### src/rtl/fir_alu_sequencer_if.sv
// Bus bundle for the FIR sequencer: coefficient writes, sample in, result out,
// and the issue/result path to the external pipelined ALU.
interface fir_alu_sequencer_if #(
  parameter int DWIDTH = 16,
  parameter int AWIDTH = 5
);
  logic                  coef_we;
  logic [AWIDTH-1:0]     coef_addr;
  logic [DWIDTH-1:0]     coef_data;
  logic                  s_valid;
  logic                  s_ready;
  logic [DWIDTH-1:0]     s_data;
  logic                  m_valid;
  logic                  m_ready;
  logic [2*DWIDTH+5:0]   m_data;
  logic [2:0]            alu_opcode;
  logic [2*DWIDTH+4:0]   alu_a;
  logic [2*DWIDTH+4:0]   alu_b;
  logic [2*DWIDTH+5:0]   alu_y;

  modport slave (
    input  coef_we, coef_addr, coef_data, s_valid, s_data, m_ready, alu_y,
    output s_ready, m_valid, m_data, alu_opcode, alu_a, alu_b
  );

  modport master (
    output coef_we, coef_addr, coef_data, s_valid, s_data, m_ready, alu_y,
    input  s_ready, m_valid, m_data, alu_opcode, alu_a, alu_b
  );
endinterface

### src/rtl/fir_alu_sequencer.sv
// FIR controller: per sample, issues NTAPS multiplies then NTAPS-1 serial adds to
// an external ALU_LAT-deep ALU, capturing results purely by cycle count.
module fir_alu_sequencer #(
  parameter int DWIDTH  = 16,
  parameter int NTAPS   = 8,
  parameter int AWIDTH  = 5,
  parameter int ALU_LAT = 4
) (
  input logic             clk,
  input logic             rst_n,
  fir_alu_sequencer_if.slave bus
);
  localparam int PW = 2*DWIDTH + 5;
  localparam int IW = (NTAPS > 1) ? $clog2(NTAPS) : 1;
  localparam int CW = $clog2(NTAPS + ALU_LAT + 1) + 1;
  localparam logic [CW-1:0]     MUL_END   = CW'(NTAPS);
  localparam logic [CW-1:0]     CAP_FIRST = CW'(ALU_LAT + 1);
  localparam logic [CW-1:0]     CAP_END   = CW'(NTAPS + ALU_LAT);
  localparam logic [CW-1:0]     ADD_END   = CW'(ALU_LAT);
  localparam logic [IW-1:0]     LAST_TAP  = IW'(NTAPS - 1);
  localparam logic [AWIDTH:0]   NT_A      = (AWIDTH+1)'(NTAPS);

  typedef enum logic [2:0] {IDLE, MUL, WAITP, ADD, OUT} state_t;
  state_t state, state_nx;

  logic [DWIDTH-1:0] c [NTAPS];
  logic [DWIDTH-1:0] x [NTAPS];
  logic [PW-1:0]     p [NTAPS];
  logic [PW-1:0]     acc, y;
  logic [CW-1:0]     cnt, mi, ci;
  logic [IW-1:0]     j;
  logic              cap, prod_done, add_done;
  logic              unused_y_msb;

  // The ALU result top bit is only a carry that always equals the sign here.
  assign y            = bus.alu_y[PW-1:0];
  assign unused_y_msb = bus.alu_y[PW];

  // cnt counts cycles since accept during MUL/WAITP, and the add phase in ADD.
  assign mi        = cnt - CW'(1);
  assign ci        = cnt - CAP_FIRST;
  assign cap       = (state == MUL || state == WAITP) && cnt >= CAP_FIRST && cnt <= CAP_END;
  assign prod_done = (state == MUL || state == WAITP) && cnt == CAP_END;
  assign add_done  = (state == ADD) && cnt == ADD_END;

  function automatic logic [PW-1:0] sext(input logic [DWIDTH-1:0] v);
    return {{(PW-DWIDTH){v[DWIDTH-1]}}, v};
  endfunction

  always_ff @(posedge clk or negedge rst_n)
    if (!rst_n) state <= IDLE;
    else        state <= state_nx;

  always_comb begin
    state_nx       = state;
    bus.alu_opcode = 3'b000;
    bus.alu_a      = '0;
    bus.alu_b      = '0;
    bus.s_ready    = (state == IDLE);
    bus.m_valid    = (state == OUT);
    bus.m_data     = {acc[PW-1], acc};
    case (state)
      IDLE: if (bus.s_valid) state_nx = MUL;
      MUL, WAITP: begin
        if (state == MUL) begin
          bus.alu_opcode = 3'b001;
          bus.alu_a      = sext(x[mi[IW-1:0]]);
          bus.alu_b      = sext(c[mi[IW-1:0]]);
        end
        if (prod_done)                        state_nx = (NTAPS == 1) ? OUT : ADD;
        else if (state == MUL && cnt == MUL_END) state_nx = WAITP;
      end
      ADD: begin
        if (cnt == '0) begin
          bus.alu_opcode = 3'b011;
          bus.alu_a      = acc;
          bus.alu_b      = p[j];
        end
        if (add_done && j == LAST_TAP) state_nx = OUT;
      end
      OUT:     if (bus.m_ready) state_nx = IDLE;
      default: state_nx = IDLE;
    endcase
  end

  always_ff @(posedge clk or negedge rst_n) begin
    if (!rst_n) begin
      for (int k = 0; k < NTAPS; k++) begin
        c[k] <= '0;
        x[k] <= '0;
        p[k] <= '0;
      end
      acc <= '0;
      cnt <= '0;
      j   <= '0;
    end else begin
      case (state)
        IDLE: begin
          // Same-cycle coefficient write and accept both land before MUL reads c[].
          if (bus.coef_we && {1'b0, bus.coef_addr} < NT_A)
            c[bus.coef_addr[IW-1:0]] <= bus.coef_data;
          if (bus.s_valid) begin
            x[0] <= bus.s_data;
            for (int k = 1; k < NTAPS; k++) x[k] <= x[k-1];
            cnt <= CW'(1);
          end
        end
        MUL, WAITP: begin
          cnt <= cnt + CW'(1);
          if (cap) p[ci[IW-1:0]] <= y;
          if (prod_done) begin
            acc <= (NTAPS == 1) ? y : p[0];
            cnt <= '0;
            j   <= IW'(1);
          end
        end
        ADD: begin
          if (add_done) begin
            acc <= y;
            cnt <= '0;
            j   <= j + IW'(1);
          end else begin
            cnt <= cnt + CW'(1);
          end
        end
        default: ;
      endcase
    end
  end
endmodule

### src/flat_wrapper.sv
// flat-port wrapper written by rule: the top's interface ports become plain ports
module fir_alu_sequencer_flat 
#(
  parameter int DWIDTH  = 16,
  parameter int NTAPS   = 8,
  parameter int AWIDTH  = 5,
  parameter int ALU_LAT = 4
)
  (clk, rst_n, bus_coef_we, bus_coef_addr, bus_coef_data, bus_s_valid, bus_s_data, bus_m_ready, bus_alu_y, bus_s_ready, bus_m_valid, bus_m_data, bus_alu_opcode, bus_alu_a, bus_alu_b);
  fir_alu_sequencer_if #(.DWIDTH(DWIDTH), .AWIDTH(AWIDTH)) bus_i ();
  input logic clk;
  input logic rst_n;
  input wire logic [$bits(bus_i.coef_we)-1:0] bus_coef_we;
  input wire logic [$bits(bus_i.coef_addr)-1:0] bus_coef_addr;
  input wire logic [$bits(bus_i.coef_data)-1:0] bus_coef_data;
  input wire logic [$bits(bus_i.s_valid)-1:0] bus_s_valid;
  input wire logic [$bits(bus_i.s_data)-1:0] bus_s_data;
  input wire logic [$bits(bus_i.m_ready)-1:0] bus_m_ready;
  input wire logic [$bits(bus_i.alu_y)-1:0] bus_alu_y;
  output wire logic [$bits(bus_i.s_ready)-1:0] bus_s_ready;
  output wire logic [$bits(bus_i.m_valid)-1:0] bus_m_valid;
  output wire logic [$bits(bus_i.m_data)-1:0] bus_m_data;
  output wire logic [$bits(bus_i.alu_opcode)-1:0] bus_alu_opcode;
  output wire logic [$bits(bus_i.alu_a)-1:0] bus_alu_a;
  output wire logic [$bits(bus_i.alu_b)-1:0] bus_alu_b;
  assign bus_i.coef_we = bus_coef_we;
  assign bus_i.coef_addr = bus_coef_addr;
  assign bus_i.coef_data = bus_coef_data;
  assign bus_i.s_valid = bus_s_valid;
  assign bus_i.s_data = bus_s_data;
  assign bus_i.m_ready = bus_m_ready;
  assign bus_i.alu_y = bus_alu_y;
  assign bus_s_ready = bus_i.s_ready;
  assign bus_m_valid = bus_i.m_valid;
  assign bus_m_data = bus_i.m_data;
  assign bus_alu_opcode = bus_i.alu_opcode;
  assign bus_alu_a = bus_i.alu_a;
  assign bus_alu_b = bus_i.alu_b;
  fir_alu_sequencer #(.DWIDTH(DWIDTH), .NTAPS(NTAPS), .AWIDTH(AWIDTH), .ALU_LAT(ALU_LAT)) u_core (.clk(clk), .rst_n(rst_n), .bus(bus_i));
endmodule
### config.mk
export PLATFORM = sky130hd
export DESIGN_NAME = fir_alu_sequencer_flat
export DESIGN_NICKNAME = d
export VERILOG_FILES = /design/src/rtl/fir_alu_sequencer_if.sv /design/src/rtl/fir_alu_sequencer.sv /design/src/flat_wrapper.sv
export SDC_FILE = /design/constraint.sdc
export NUM_CORES = 1
export LEC_CHECK = 0
export BUFFER_PORTS_ARGS = -buffer_cell sky130_fd_sc_hd__buf_2
export CAP_MARGIN = 20
export CORE_MARGIN = 2
export CORE_UTILIZATION = 27
export CTS_CLUSTER_DIAMETER = 200
export DETAILED_ROUTE_END_ITERATION = 6
export REMOVE_ABC_BUFFERS = 1
export SLEW_MARGIN = 20
export SYNTH_ARGS = -nofsm -noshare
export SYNTH_HDL_FRONTEND = slang
export SYNTH_SLANG_ARGS = --single-unit
### constraint.sdc
create_clock -name clk -period 10.9 [get_ports clk]
set_clock_uncertainty 0.15 [all_clocks]
set_input_delay 2.18 -clock clk [delete_from_list [all_inputs] [get_ports clk]]
set_output_delay 2.18 -clock clk [all_outputs]
set_load 0.05 [all_outputs]
==> flow_summary.toml <==
[run_status]
status = "finished, final reports clean"

[grt]
grt_pass1_wl_um = 112000
grt_usage_pct = 13.7
grt_pass1_vias = 17706
grt_max_degree = 156
antenna_found_initial = 19
grt.overflow.total = 0

[detailed_routing]
drtIter0Drc = 944
dr.pass1.iters = 5
routed_via_density = 4.69
vias = 17434
ant_nets = 0
drc = 0
wl_um = 73000
wire_per_inst_um = 19.7

[final_layout]
syn2layout_area_growth_pct = 17.3
fillers = 10372
layout-drive-gt1-share_pct = 41.3
final_nets = 2367

[synthesis]
yosysSeqAreaShare_pct = 53.7
synth-edff-count = 0
synthXorXnorAreaFrac_pct = 0.125
netlist_top_cells_area = "dfrtp_1, mux2_2, mux4_2, nand2_1, mux2i_1"
yosys.area.top_type_share_pct = 53.7
synth-seq-cells = 600
synth_cells = 2130
yosysWarningCount = 0
ys_async_sr_fraction_pct = 100
synth_top_family_by_area = "multiplexers"
synthAdderAreaFrac_pct = 0.269
ys_types = 50
synth_ff_type = "dfrtp_1"
syn-mean-instance-area_sq_um = 13.1
mappedNetlistArea_sq_mm = 0.0280
synth_area_leader_cell = "dfrtp_1"
synthMuxAreaShare_pct = 31.6
yosys.area_share.simple_pct = 7.82
synth_compound_area_share_pct = 4.10

[clock_tree]
clk_pin_slew_ps = 60
cts_made_buffers = 69
cts_num_sinks = 600
post_cts_buffers = 0
worstSkewPairLatency_ps = 610
cts_buffer_depth = 3
cts_hold_buf = 0
clockRootBuffer = "clkbuf_16"
cts_tree = "yes"
ctsResizeCount = 0
htreeDepth = 3

[worst_setup_path]
cp_data_arrival_time_ps = 4690
start_kind = "flip-flop"
crit_type = "reg2out"
path_max_fanout = 49
cp.required_ps = 8570
end_kind = "output port"

[floorplanning]
num_rows = 118
ioPinCount = 197
die_area_sq_mm = 0.106
coreArea_sq_mm = 0.103
die_y_um = 326
dieWidth_um = 326
initial_utilization_pct = 27.1

[sta]
fin_crit_ps = 7020
timing.fmax_ghz = 0.142
fin_crit_sh_pct = 64.4
rsz0062_at_grt = "no"
hold_viol_final = 0
tightest_slew_ps = 1170
setup_viol = 0
slew_violations = 0
fin_tns_setup_ps = 0
relSlewSlack_pct = 22.1

[power]
finalPower_w = 0.00495
leakage_nw = 14.8
peakVddDrop_v = 0.0000852
p_per_area_mw_per_mm2 = 151

[job]
drv_cap = 0

[place]
io_buffers = 194
dp_hpwl_um = 42800
gp_congestion = 0.729

[hold_path]
min_path_type = "reg2reg"
-- layer usage --
layer	track usage (%)	vias to the layer above	routed length (um)
met2	21.8	259	34200
met5	0	-	103
met1	18.5	9079	33500
met3	2.95	131	3190
li1	-	7949	-
met4	4.25	16	2030
-- report_power, final --
part | total [W] | leakage, nW | switching [W] | internal, W
combinational | 0.000291 | 6.06 | 0.000187 | 0.000104
sequential | 0.00233 | 7.59 | 0.0000360 | 0.00229
clock | 0.00233 | 1.12 | 0.000965 | 0.00137
-- layout by cell type (no fill, tap or decap), drive strengths merged, types with 3 or more instances in the layout --
cell	Yosys	layout
dfrtp	600	600
mux2	501	501
nand2	411	411
buf	56	231
mux4	102	102
clkbuf	95	97
mux2i	88	88
nor2b	31	31
a2111oi	30	30
o21ai	28	28
a21oi	25	25
a21o	23	23
a22o	16	16
a211oi	15	15
nor2	14	14
o22ai	13	13
inv	8	13
clkinv	0	12
nand3	12	12
nand4	10	10
clkinvlp	0	6
ha	6	6
nand3b	4	4
nor3	4	4
nand4b	3	3
a22oi	3	3
a41o	3	3
bufinv	0	3
xnor2	3	3
nor3b	3	3
and2	3	3
-- kinds of logic after synthesis --
family                     count (synthesis)
buffers and inverters                    159
AOI/OAI and AO/OA                        163
muxes                                    691
DFF                                      600
other                                      1
and+or+nand+nor                          506
adders and majority gates                  6
xor gates and xnor gates                   4
-- worst paths after layout --
| path | endpoint | slack (ps) | start | cells past startpoint |
|---|---|---|---|---|
| setup / recovery | bus_alu_a[33] | 3880 | u_core.cnt[0]$_DFFE_PN0P_ | 9 |
| hold / removal | u_core.x[6]$_DFFE_PN0P_ | 320 | u_core.x[6]$_DFFE_PN0P_ | 2 |
| setup reg to reg | u_core.p[147]$_DFFE_PN0P_ | 6310 | u_core.cnt[0]$_DFFE_PN0P_ | 7 |
| hold reg to reg | u_core.x[6]$_DFFE_PN0P_ | 320 | u_core.x[6]$_DFFE_PN0P_ | 2 |
| max in group asynchronous | u_core.acc[15]$_DFFE_PN0P_ | 7060 | rst_n | 3 |
| min in group asynchronous | u_core.x[83]$_DFFE_PN0P_ | 1460 | rst_n | 1 |
-- critical path, cell delays in order, from the launching register on --
cell,delay [ps]
dfrtp_4,720
inv_1,170
ha_2,750
buf_4,650
mux4_2,340
nand2_1,90
a21oi_4,600
buf_4,350
a21o_1,110
buf_2,250
-- flip-flops by register name, indices dropped and copies added, names as in the netlist --
register / cells
u_core.acc: 37
u_core.cnt: 5
u_core.x: 128
u_core.c: 128
u_core.j: 3
u_core.state: 3
u_core.p: 296
-- cell usage after synthesis (7+ instances only) --
library cell and instances:
mux2i_1 88, a21o_1 23, nand3_1 8, clkbuf_1 95, a22o_1 16, mux2_1 9, mux2_2 492, o22ai_1 13
nand2_1 411, a211oi_1 15, a2111oi_0 30, buf_1 12, a21oi_1 25, o21ai_0 28, buf_4 7, nor2_1 14
nor2b_1 31, mux4_2 102, inv_1 8, buf_2 37, dfrtp_1 600
-- metrics by stage --
| step | cells | util (%) | setup slack (ps) | cell area, sq um | hold slack [ps] |
|---|---|---|---|---|---|
| after floorplan | 1979 | - | 1110 | 27300 | 288 |
| after global placement | 3586 | 29.5 | 4470 | 30400 | 301 |
| after detailed placement | 3586 | 29.5 | 4430 | 30400 | 306 |
| after CTS | 3709 | 31.7 | 3730 | 32700 | 321 |
| after global routing | 3713 | 31.8 | 3580 | 32800 | 343 |
| final | 3714 | 31.8 | 3880 | 32800 | 318 |
-- final cells by class --
cell class	count	area [sq um]	share of cell area, %
Tap cell	1380	1730	5.27
Inverter	8	30.0	0.0916
Clock inverter	26	292	0.889
Multi-Input combinational cell	1371	12400	37.7
Antenna cell	1	2.50	0.00763
Sequential cell	600	15000	45.8
Clock buffer	97	2000	6.11
Timing Repair Buffer	231	1340	4.08
Note: power is estimated with default switching activity, not from simulation.
